**config.mk**
```make
export PLATFORM = sky130hd
export DESIGN_NAME = axi_capture_slave
export DESIGN_NICKNAME = d
export VERILOG_FILES = /design/src/rtl/axi_capture_slave.sv
export SDC_FILE = /design/constraint.sdc
export NUM_CORES = 1
export LEC_CHECK = 0
export BUFFER_PORTS_ARGS = -buffer_cell sky130_fd_sc_hd__buf_4
export CAP_MARGIN = 30
export CORE_MARGIN = 2
export CORE_UTILIZATION = 54
export CTS_CLUSTER_SIZE = 16
export DETAILED_ROUTE_END_ITERATION = 6
export GPL_ROUTABILITY_DRIVEN = 0
export PLACE_DENSITY_LB_ADDON = 0.12
export SYNTH_ARGS = -nofsm -noshare
export SYNTH_HDL_FRONTEND = slang
export SYNTH_SLANG_ARGS = --single-unit
```
**constraint.sdc**
```tcl
create_clock -name clk_i -period 24.6 [get_ports clk_i]
set_input_delay 2.46 -clock clk_i [delete_from_list [all_inputs] [get_ports clk_i]]
set_output_delay 2.46 -clock clk_i [all_outputs]
set_load 0.01 [all_outputs]
```
**src/rtl/axi_capture_slave.sv**
```systemverilog
// axi_capture_slave: single-beat AXI4 slave backed by a small byte-maskable word array.
// Writes accept AW and W in either order; reads run on an independent path.
// Build option: define AXI_CAPTURE_COUNT_EN to add wr_count_o, a saturating count of OKAY writes.
module axi_capture_slave #(
  parameter int unsigned                AXI_ID_WIDTH   = 10,
  parameter int unsigned                AXI_ADDR_WIDTH = 64,
  parameter int unsigned                AXI_DATA_WIDTH = 64,
  parameter logic [AXI_ADDR_WIDTH-1:0]  BASE_ADDR      = AXI_ADDR_WIDTH'(64'h9000_0000),
  parameter int unsigned                NUM_WORDS      = 8
) (
  input  logic                        clk_i,
  input  logic                        rst_i,
  input  logic [AXI_ID_WIDTH-1:0]     aw_id_i,
  input  logic [AXI_ADDR_WIDTH-1:0]   aw_addr_i,
  input  logic [7:0]                  aw_len_i,
  input  logic [2:0]                  aw_size_i,
  input  logic                        aw_valid_i,
  output logic                        aw_ready_o,
  input  logic [AXI_DATA_WIDTH-1:0]   w_data_i,
  input  logic [AXI_DATA_WIDTH/8-1:0] w_strb_i,
  input  logic                        w_last_i,
  input  logic                        w_valid_i,
  output logic                        w_ready_o,
  output logic [AXI_ID_WIDTH-1:0]     b_id_o,
  output logic [1:0]                  b_resp_o,
  output logic                        b_valid_o,
  input  logic                        b_ready_i,
  input  logic [AXI_ID_WIDTH-1:0]     ar_id_i,
  input  logic [AXI_ADDR_WIDTH-1:0]   ar_addr_i,
  input  logic [7:0]                  ar_len_i,
  input  logic                        ar_valid_i,
  output logic                        ar_ready_o,
  output logic [AXI_ID_WIDTH-1:0]     r_id_o,
  output logic [AXI_DATA_WIDTH-1:0]   r_data_o,
  output logic [1:0]                  r_resp_o,
  output logic                        r_last_o,
  output logic                        r_valid_o,
  input  logic                        r_ready_i
`ifdef AXI_CAPTURE_COUNT_EN
  ,
  output logic [15:0]                 wr_count_o
`endif
);

  localparam int unsigned STRB_W = AXI_DATA_WIDTH / 8;
  localparam int unsigned OFF_W  = $clog2(STRB_W);
  localparam int unsigned IDX_W  = (NUM_WORDS > 1) ? $clog2(NUM_WORDS) : 1;
  localparam logic [AXI_ADDR_WIDTH-1:0] WIN_BYTES = AXI_ADDR_WIDTH'(NUM_WORDS * STRB_W);
  localparam logic [1:0] RESP_OKAY   = 2'b00;
  localparam logic [1:0] RESP_SLVERR = 2'b10;

  typedef enum logic [1:0] {W_IDLE, W_HAVE_AW, W_HAVE_W, W_RESP} w_state_e;
  typedef enum logic {R_IDLE, R_RESP} r_state_e;

  w_state_e w_state_q, w_state_d;
  r_state_e r_state_q, r_state_d;

  logic [AXI_DATA_WIDTH-1:0] mem_q [NUM_WORDS];

  logic [AXI_ID_WIDTH-1:0]   aw_id_q;
  logic [AXI_ADDR_WIDTH-1:0] aw_addr_q;
  logic [7:0]                aw_len_q;
  logic [AXI_DATA_WIDTH-1:0] w_data_q;
  logic [STRB_W-1:0]         w_strb_q;
  logic                      w_last_q;
  logic [1:0]                b_resp_q;

  logic                      aw_hs, w_hs, ar_hs, wr_commit, wr_legal, rd_legal;
  logic [AXI_ADDR_WIDTH-1:0] wr_addr, wr_off, rd_off;
  logic [7:0]                wr_len;
  logic [AXI_DATA_WIDTH-1:0] wr_data;
  logic [STRB_W-1:0]         wr_strb;
  logic                      wr_last;
  logic [IDX_W-1:0]          wr_idx, rd_idx;
  logic                      unused_ok;

  assign unused_ok = ^aw_size_i;

  // Write FSM: next state plus AW/W readies and B valid
  always_comb begin
    w_state_d  = w_state_q;
    aw_ready_o = 1'b0;
    w_ready_o  = 1'b0;
    b_valid_o  = 1'b0;
    case (w_state_q)
      W_IDLE: begin
        aw_ready_o = 1'b1;
        w_ready_o  = 1'b1;
        if (aw_valid_i && w_valid_i) w_state_d = W_RESP;
        else if (aw_valid_i)         w_state_d = W_HAVE_AW;
        else if (w_valid_i)          w_state_d = W_HAVE_W;
      end
      W_HAVE_AW: begin
        w_ready_o = 1'b1;
        if (w_valid_i) w_state_d = W_RESP;
      end
      W_HAVE_W: begin
        aw_ready_o = 1'b1;
        if (aw_valid_i) w_state_d = W_RESP;
      end
      W_RESP: begin
        b_valid_o = 1'b1;
        if (b_ready_i) w_state_d = W_IDLE;
      end
      default: w_state_d = W_IDLE;
    endcase
  end

  assign aw_hs     = aw_valid_i && aw_ready_o;
  assign w_hs      = w_valid_i && w_ready_o;
  assign wr_commit = (w_state_q != W_RESP) && (w_state_d == W_RESP);

  // Commit uses this cycle's handshake payload when it arrives now, else the captured one
  assign wr_addr  = aw_hs ? aw_addr_i : aw_addr_q;
  assign wr_len   = aw_hs ? aw_len_i  : aw_len_q;
  assign wr_data  = w_hs  ? w_data_i  : w_data_q;
  assign wr_strb  = w_hs  ? w_strb_i  : w_strb_q;
  assign wr_last  = w_hs  ? w_last_i  : w_last_q;
  assign wr_off   = wr_addr - BASE_ADDR;
  assign wr_idx   = wr_off[OFF_W +: IDX_W];
  assign wr_legal = (wr_off < WIN_BYTES) && (wr_len == 8'd0) && wr_last;

  assign b_id_o   = aw_id_q;
  assign b_resp_o = b_resp_q;

  // Write state register
  always_ff @(posedge clk_i or posedge rst_i) begin
    if (rst_i) w_state_q <= W_IDLE;
    else       w_state_q <= w_state_d;
  end

  // Capture AW/W payloads at handshake; latch response at commit
  always_ff @(posedge clk_i or posedge rst_i) begin
    if (rst_i) begin
      aw_id_q   <= '0;
      aw_addr_q <= '0;
      aw_len_q  <= '0;
      w_data_q  <= '0;
      w_strb_q  <= '0;
      w_last_q  <= 1'b0;
      b_resp_q  <= '0;
    end else begin
      if (aw_hs) begin
        aw_id_q   <= aw_id_i;
        aw_addr_q <= aw_addr_i;
        aw_len_q  <= aw_len_i;
      end
      if (w_hs) begin
        w_data_q <= w_data_i;
        w_strb_q <= w_strb_i;
        w_last_q <= w_last_i;
      end
      if (wr_commit) b_resp_q <= wr_legal ? RESP_OKAY : RESP_SLVERR;
    end
  end

  // Storage array: byte-masked write on legal commit
  always_ff @(posedge clk_i or posedge rst_i) begin
    if (rst_i) begin
      for (int unsigned i = 0; i < NUM_WORDS; i++) mem_q[i] <= '0;
    end else if (wr_commit && wr_legal) begin
      for (int unsigned b = 0; b < STRB_W; b++)
        if (wr_strb[b]) mem_q[wr_idx][b*8 +: 8] <= wr_data[b*8 +: 8];
    end
  end

  // Read FSM: next state plus AR ready and R valid
  always_comb begin
    r_state_d  = r_state_q;
    ar_ready_o = 1'b0;
    r_valid_o  = 1'b0;
    case (r_state_q)
      R_IDLE: begin
        ar_ready_o = 1'b1;
        if (ar_valid_i) r_state_d = R_RESP;
      end
      R_RESP: begin
        r_valid_o = 1'b1;
        if (r_ready_i) r_state_d = R_IDLE;
      end
      default: r_state_d = R_IDLE;
    endcase
  end

  assign ar_hs    = ar_valid_i && ar_ready_o;
  assign rd_off   = ar_addr_i - BASE_ADDR;
  assign rd_idx   = rd_off[OFF_W +: IDX_W];
  assign rd_legal = (rd_off < WIN_BYTES) && (ar_len_i == 8'd0);
  assign r_last_o = r_valid_o;

  // Read state register
  always_ff @(posedge clk_i or posedge rst_i) begin
    if (rst_i) r_state_q <= R_IDLE;
    else       r_state_q <= r_state_d;
  end

  // Read payload registered at AR handshake; array read sees pre-commit contents
  always_ff @(posedge clk_i or posedge rst_i) begin
    if (rst_i) begin
      r_id_o   <= '0;
      r_data_o <= '0;
      r_resp_o <= '0;
    end else if (ar_hs) begin
      r_id_o   <= ar_id_i;
      r_data_o <= rd_legal ? mem_q[rd_idx] : '0;
      r_resp_o <= rd_legal ? RESP_OKAY : RESP_SLVERR;
    end
  end

`ifdef AXI_CAPTURE_COUNT_EN
  // Saturating count of OKAY write commits
  always_ff @(posedge clk_i or posedge rst_i) begin
    if (rst_i) wr_count_o <= '0;
    else if (wr_commit && wr_legal && (wr_count_o != '1)) wr_count_o <= wr_count_o + 16'd1;
  end
`endif

endmodule

```
==> results of run 1 <==
==> flip-flops by register name (all words and copies together), names as in the netlist, 2 cells and up <==
| signal | cells |
|---|---|
| mem_q | 512 |
| r_data_o | 64 |
| w_data_q | 64 |
| aw_addr_q | 61 |
| b_id_o | 10 |
| r_id_o | 10 |
| aw_len_q | 8 |
| w_strb_q | 8 |
| w_state_q | 2 |
==> worst reg2reg max path, stage by stage, from the launching register on <==
cell      delay, ns
dfrtp_1        0.53
nand2b_4       0.37
buf_4          0.74
mux2i_2        0.58
inv_1          0.15
nor4b_1        0.38
nand4_1        0.27
nor4_1         0.49
o21ai_4        0.07
buf_4          0.38
buf_4          0.58
nor4_4         1.02
mux2_4         0.36
==> report_power, final <==
group,leakage [nW],switching (W),internal [W]
logic,8.50,0.000492,0.000226
clock network,1.35,0.000482,0.000748
registers,10.0,0.0000577,0.00135
total,19.9,0.00103,0.00233
==> per-stage QoR <==
stage / cell area [µm²] / hold WS (ns) / setup WS, ns / power, W / utilization
floorplan: 34350 / 0.4458 / 1.291 / 0.001906 / -
global placement: 37600 / 0.4588 / 16.76 / 0.002096 / 0.5972
detailed placement: 37690 / 0.4635 / 16.68 / 0.002140 / 0.5985
CTS: 40410 / 0.4780 / 17.36 / 0.003379 / 0.6417
global route: 40490 / 0.4948 / 16.98 / 0.003518 / 0.6431
finish: 40490 / 0.4757 / 17.23 / 0.003360 / 0.6431
==> cells in the final DEF, fill, tap and decap left out, types with 5 or more instances in the layout <==
cell type  instances
clkinv_2          10
dfrtp_1          743
diode_2            7
nand2_1          295
nor2_1            99
clkbuf_8          23
a21oi_1            5
or3_1              6
nand3_1           66
clkbuf_1          20
mux4_2           128
buf_12             7
inv_1             16
buf_4            348
nor4_4            65
mux2_2           544
bufinv_16          6
o31ai_1            8
clkbuf_16         83
nor3_1            15
mux2i_1           89
mux2_4            49
nand4_1           13
nor4_1            34
o21ai_0           72
==> worst paths after layout <==
path | start | end | slack [ns] | cells after the start
max | aw_valid_i | mem_q[230] | 17.23 | 13
min | r_id_o[6] | r_id_o[6] | 0.48 | 2
min in group asynchronous | rst_i | aw_addr_q[35] | 1.84 | 2
max reg2reg | w_state_q[0] | mem_q[230] | 18.57 | 12
min reg2reg | r_id_o[6] | r_id_o[6] | 0.48 | 2
max in group asynchronous | rst_i | r_data_o[35] | 19.44 | 8
==> layout make-up <==
class | instances | area, µm² | area share
sequential | 743 | 18590 | 0.4592
clock inverter | 20 | 265.3 | 0.006551
timing repair buffer | 358 | 2821 | 0.06968
inverter | 18 | 75.07 | 0.001854
clock buffer | 125 | 2455 | 0.06062
tap | 846 | 1059 | 0.02614
multi-input combinational | 1540 | 15210 | 0.3756
antenna | 7 | 17.52 | 0.0004326
==> layer usage <==
| layer | GRT usage | up-vias |
|---|---|---|
| met2 | 0.4338 | 588 |
| met3 | 0.03786 | 123 |
| met1 | 0.3469 | 11230 |
| met4 | 0.08691 | 0 |
| li1 | - | 9531 |
| met5 | 0 | - |
==> cells by family (layout without fill, tap and decap cells) <==
logic type	Yosys count	count (layout)	share of synthesized area
buffers and inverters	140	521	0.01880
DFF	743	743	0.5413
xor gates and xnor gates	4	4	0.001020
AOI/OAI and AO/OA	107	107	0.01836
other	1	9	0.0001092
muxes	812	812	0.3103
and+or+nand+nor	615	615	0.1101
==> impl_metrics.py, run 1 <==
metrics = {
    "sta": {
        "final.min_clock_period_ns": 7.370,
        "layout_worst_path_cycle_share": 0.2996,
        "worst-slew-pin-transition_ns": 1.117,
        "rsz0062_at_grt": "no",
        "max-slew-margin-rel": 0.2551,
        "tns_ns": 0,
        "report.final.slew_viol_count": 0,
        "finClkSkew_ns": 0.02366,
        "hold_viol_final": 0,
        "maxClockFrequency_mhz": 135.7,
        "setup-violations-final": 0,
    },
    "worst_setup_path": {
        "worst_setup_path_end_kind": "flop",
        "highest_cell_delay_on_the_worst_timing_path_ns": 0.97,
        "critical_path.max_fanout": 73,
        "critical-path-slowest-cell": "nor4_4",
        "arrival_ns": 7.86,
        "required_ns": 25.09,
        "timing.critical_path.cells": "buf_4 > nand2b_4 > buf_4 > mux2i_2 > inv_1 > nor4b_1 > nand4_1 > nor4_1 > o21ai_4 > buf_4 > buf_4 > nor4_4 > mux2_4",
        "critical-path-top-delay-family": "simple AND/OR/NAND/NOR gates",
        "critical_path.startpoint_type": "primary input",
        "cp_num_buf_inv": 5,
        "cp_common_cell": "buf_4",
        "timing.setup.critical_path_class": "in2reg",
    },
    "cts": {
        "cts_hold_buf": 0,
        "numCtsBuffers": 80,
        "buffer_depth_of_the_longest_clock_path": 3,
        "tritoncts": "yes",
        "clkLatencyLatePin_ns": 0.62,
        "clkSinkCount": 743,
        "cts.htree.levels": 3,
        "post_cts_buffers": 0,
        "post_cts_resize_count": 0,
        "path_clk_slew_ns": 0.06,
        "cts.root.buffer_cell": "clkbuf_16",
    },
    "global_routing": {
        "globalRoute.totalOverflow": 0,
        "global_route.usage.total": 0.2582,
        "grt_start_max_net_pins": 191,
        "grt_pass1_wl_um": 132400,
        "antenna_violations_before_repair": 7,
        "grt_pass1_vias": 22820,
    },
    "logic_synthesis": {
        "synthDominantAreaCellType": "dfrtp_1",
        "synth.top_cells.by_area": "dfrtp_1, mux2_2, mux4_2",
        "synth_ff_type": "dfrtp_1",
        "syn_avg_cell_area_um2": 14.18,
        "synth.cell_area_um2": 34350,
        "synth_cell_type_count": 53,
        "postSynthCellCount": 2422,
        "proportion_of_register_bits_with_asynchronous_set_or_reset_after_synthesis": 1.000,
        "ff_latch_count_synth": 743,
        "synth.cells.most_frequent": "dfrtp_1, mux2_2, nand2_1",
        "synth_enable_flop_cells": 0,
        "synth.yosys.warnings": 0,
        "ys_seq_area_frac": 0.5413,
        "yosysMostFrequentCell": "dfrtp_1",
        "synth.top_cell.area_share": 0.5413,
    },
    "routing": {
        "avgViaCountPerCell": 5.873,
        "post_drt_wl_per_cell_um": 22.84,
        "highest_layer": "met4",
        "wl_um": 83530,
        "met3_length_um": 3805,
        "drc_markers": 0,
        "detail_route.iter0.violations": 1358,
        "wirelength_met1_um": 35760,
        "met2_length_um": 41630,
        "antenna_left": 0,
        "num_vias": 21480,
        "dr.pass1.iters": 5,
    },
    "final_layout": {
        "fin_cells": 3657,
        "area_growth_synth_to_finish_pct": 17.89,
        "number_of_fill_cells": 4718,
        "final_nets": 2988,
        "share_of_cells_above_drive_strength_1": 0.4586,
    },
    "status": {
        "run_status": "finished clean",
    },
    "place": {
        "port_buffers": 329,
        "hpwlAfterDp_um": 54360,
        "dp_cells": 3502,
    },
    "power_and_ir_drop": {
        "ir_drop_uv": 75.22,
        "power_per_cell_area_nw_per_um2": 82.98,
        "pleak_nw": 19.89,
    },
    "floorplanning": {
        "die_h_um": 256.2,
        "core_area_um2": 62970,
        "dieWidth_um": 256.2,
        "std_cell_rows": 92,
        "area_of_the_die_um2": 65640,
        "initial_utilization": 0.5455,
        "ioPinCount": 341,
    },
    "hold_path": {
        "worst_min_delay_path_category": "reg2reg",
    },
    "run": {
        "maxCapViolCount": 0,
    },
}
Note: power is estimated with default switching activity, not from simulation.
==> run 2, diff against run 1 <==
CORE_UTILIZATION = 58   (was 54)
clock period = 7 ns   (was 24.6 ns; I/O delays follow)
==> run 2 against run 1 <==
Register-to-register slack got worse by 17 ns; total power increased to 3.5 times the previous value; setup slack got worse by 15 ns; largest power group unchanged; highest routed layer unchanged.
==> impl_metrics.py, run 2 (synthesis results as in run 1) <==
metrics = {
    "sta": {
        "report.final.slew_viol_count": 0,
        "finClkSkew_ns": 0.01590,
        "worst-slew-pin-transition_ns": 1.096,
        "layout_worst_path_cycle_share": 0.7210,
        "rsz0062_at_grt": "no",
        "max-slew-margin-rel": 0.2692,
        "final.min_clock_period_ns": 5.047,
        "hold_viol_final": 0,
        "maxClockFrequency_mhz": 198.1,
        "setup-violations-final": 0,
    },
    "routing": {
        "detail_route.iter0.violations": 1307,
        "dr.pass1.iters": 5,
        "antenna_left": 0,
        "drc_markers": 0,
        "post_drt_wl_per_cell_um": 22.97,
        "wl_um": 81960,
        "avgViaCountPerCell": 5.983,
        "num_vias": 21350,
    },
    "floorplanning": {
        "area_of_the_die_um2": 61180,
        "dieWidth_um": 247.4,
        "initial_utilization": 0.5842,
        "die_h_um": 247.4,
        "ioPinCount": 341,
        "std_cell_rows": 89,
        "core_area_um2": 58800,
    },
    "worst_setup_path": {
        "reg2reg_to": "mem_q[270]",
        "arrival_ns": 5.55,
        "worst_setup_path_end_kind": "flop",
        "cp-endpoint": "mem_q[270]",
        "required_ns": 7.50,
        "timing.critical_path.cells": "nand2b_4 > buf_4 > mux2i_1 > nand4_1 > nor4_1 > a21o_2 > buf_12 > nand3_1 > nor4_4 > mux2_4",
        "highest_cell_delay_on_the_worst_timing_path_ns": 0.78,
        "reg2reg_slack_ns": 1.95,
        "critical_path.max_fanout": 42,
        "r2r.worst_path.cells": 10,
        "crit_start": "w_state_q[0]",
        "critical_path.startpoint_type": "flop",
        "timing.setup.critical_path_class": "reg2reg",
        "critical-path-slowest-cell": "nor4_4",
        "r2r-start": "w_state_q[0]",
    },
    "global_routing": {
        "global_route.usage.total": 0.2730,
        "grt_pass1_wl_um": 128100,
        "globalRoute.totalOverflow": 0,
        "grt_start_max_net_pins": 195,
        "grt_pass1_vias": 22610,
        "antenna_violations_before_repair": 5,
    },
    "status": {
        "run_status": "finished clean",
    },
    "place": {
        "port_buffers": 329,
        "hpwlAfterDp_um": 52980,
        "dp_cells": 3428,
    },
    "power_and_ir_drop": {
        "pleak_nw": 19.78,
        "switching_share": 0.3114,
        "ir_drop_uv": 218.3,
        "power_per_cell_area_nw_per_um2": 289.1,
        "switchingPower_w": 0.003618,
        "seq_power_share": 0.427,
        "clockPowerShare": 0.358,
        "cellInternalPower_w": 0.008001,
        "comb_power_share": 0.215,
    },
    "cts": {
        "cts_hold_buf": 0,
        "post_cts_resize_count": 0,
        "buffer_depth_of_the_longest_clock_path": 3,
        "cts.root.buffer_cell": "clkbuf_16",
        "post_cts_buffers": 0,
        "tritoncts": "yes",
        "clkLatencyLatePin_ns": 0.62,
        "cts.htree.levels": 3,
        "clkSinkCount": 743,
        "path_clk_slew_ns": 0.06,
        "numCtsBuffers": 77,
    },
    "final_layout": {
        "top_register": "mem_q",
        "largest_register_ffs": 512,
        "fin_cells": 3568,
        "area_growth_synth_to_finish_pct": 17.02,
        "final_nets": 2982,
        "share_of_cells_above_drive_strength_1": 0.4579,
        "most-common-layout-cells": "dfrtp_1, mux2_2, buf_4",
        "final_common_cell": "dfrtp_1",
        "finish.utilization": 0.6836,
        "reg_top3": "mem_q: 512 flops, r_data_o: 64 flops, w_data_q: 64 flops",
    },
    "hold_path": {
        "worst_min_delay_path_category": "in2async",
    },
    "run": {
        "maxCapViolCount": 0,
    },
}
==> run 2: cell count changes in the layout (fill, tap and decap cells not counted), sizes merged <==
| cell | change |
|---|---|
| inv | -2 |
| diode | -3 |
| buf | -3 |
| clkbuf | -17 |
| clkinvlp | +4 |
| clkinv | +5 |
==> run 2: area by class of cell <==
cell class / count / area, µm²
sequential: 743 / 18590
timing repair buffer: 355 / 2791
antenna: 4 / 10.01
fill: 4063 / 18600
clock buffer: 108 / 2237
inverter: 18 / 71.32
multi-input combinational: 1540 / 15210
tap: 773 / 967.2
clock inverter: 27 / 319.1
==> run 2: worst min-delay path by stage <==
stage / to / slack, ns / depth (start not counted)
global placement: aw_addr_q[15] / 0.46 / 2
CTS: b_resp_o[1] / 0.07 / 2
detailed placement: r_id_o[9] / 0.46 / 2
floorplan: aw_addr_q[30] / 0.45 / 2
finish: aw_addr_q[54] / 0.1 / 2
global route: b_resp_o[1] / 0.09 / 2
==> run 2: power by group through the flow <==
stage / Combinational [W] / Sequential [W] / Clock, W
after floorplan: 0.00169 / 0.00501 / 0
after CTS: 0.00248 / 0.00496 / 0.00424
after global placement: 0.00235 / 0.00501 / 0
final: 0.00250 / 0.00496 / 0.00416
after detailed placement: 0.00247 / 0.00504 / 0
after global routing: 0.00272 / 0.00501 / 0.00443
==> run 2: critical path: cells and delay by family, from the launching register on <==
kind                   cells  cell delay, ns
AO/OA/AOI/OAI              1            0.51
buffers and inverters      2            0.73
multiplexers               2            0.90
flip-flops                 1            0.54
AND/OR/NAND/NOR            5            2.23
==> run 2: per-layer routing <==
metal,vias up,global-route usage,share of wire
li1,9490,-,-
met1,11150,0.3556,0.42
met2,559,0.4689,0.50
met3,152,0.03947,0.049
met4,0,0.09986,0.030
met5,-,0,0
==> run 2: metrics by stage <==
step                 TNS, ns  hold slack (ns)  total power (W)  setup WS (ns)  cell area (µm²)
floorplan           -2885.40           0.4458         0.006701         -3.883            34360
global placement           0           0.4605         0.007357          1.633            37560
detailed placement         0           0.4640         0.007506          1.809            37600
CTS                        0          0.06736          0.01168          2.012            40160
global route               0          0.08919          0.01216          1.646            40200
finish                     0          0.09791          0.01162          1.953            40200
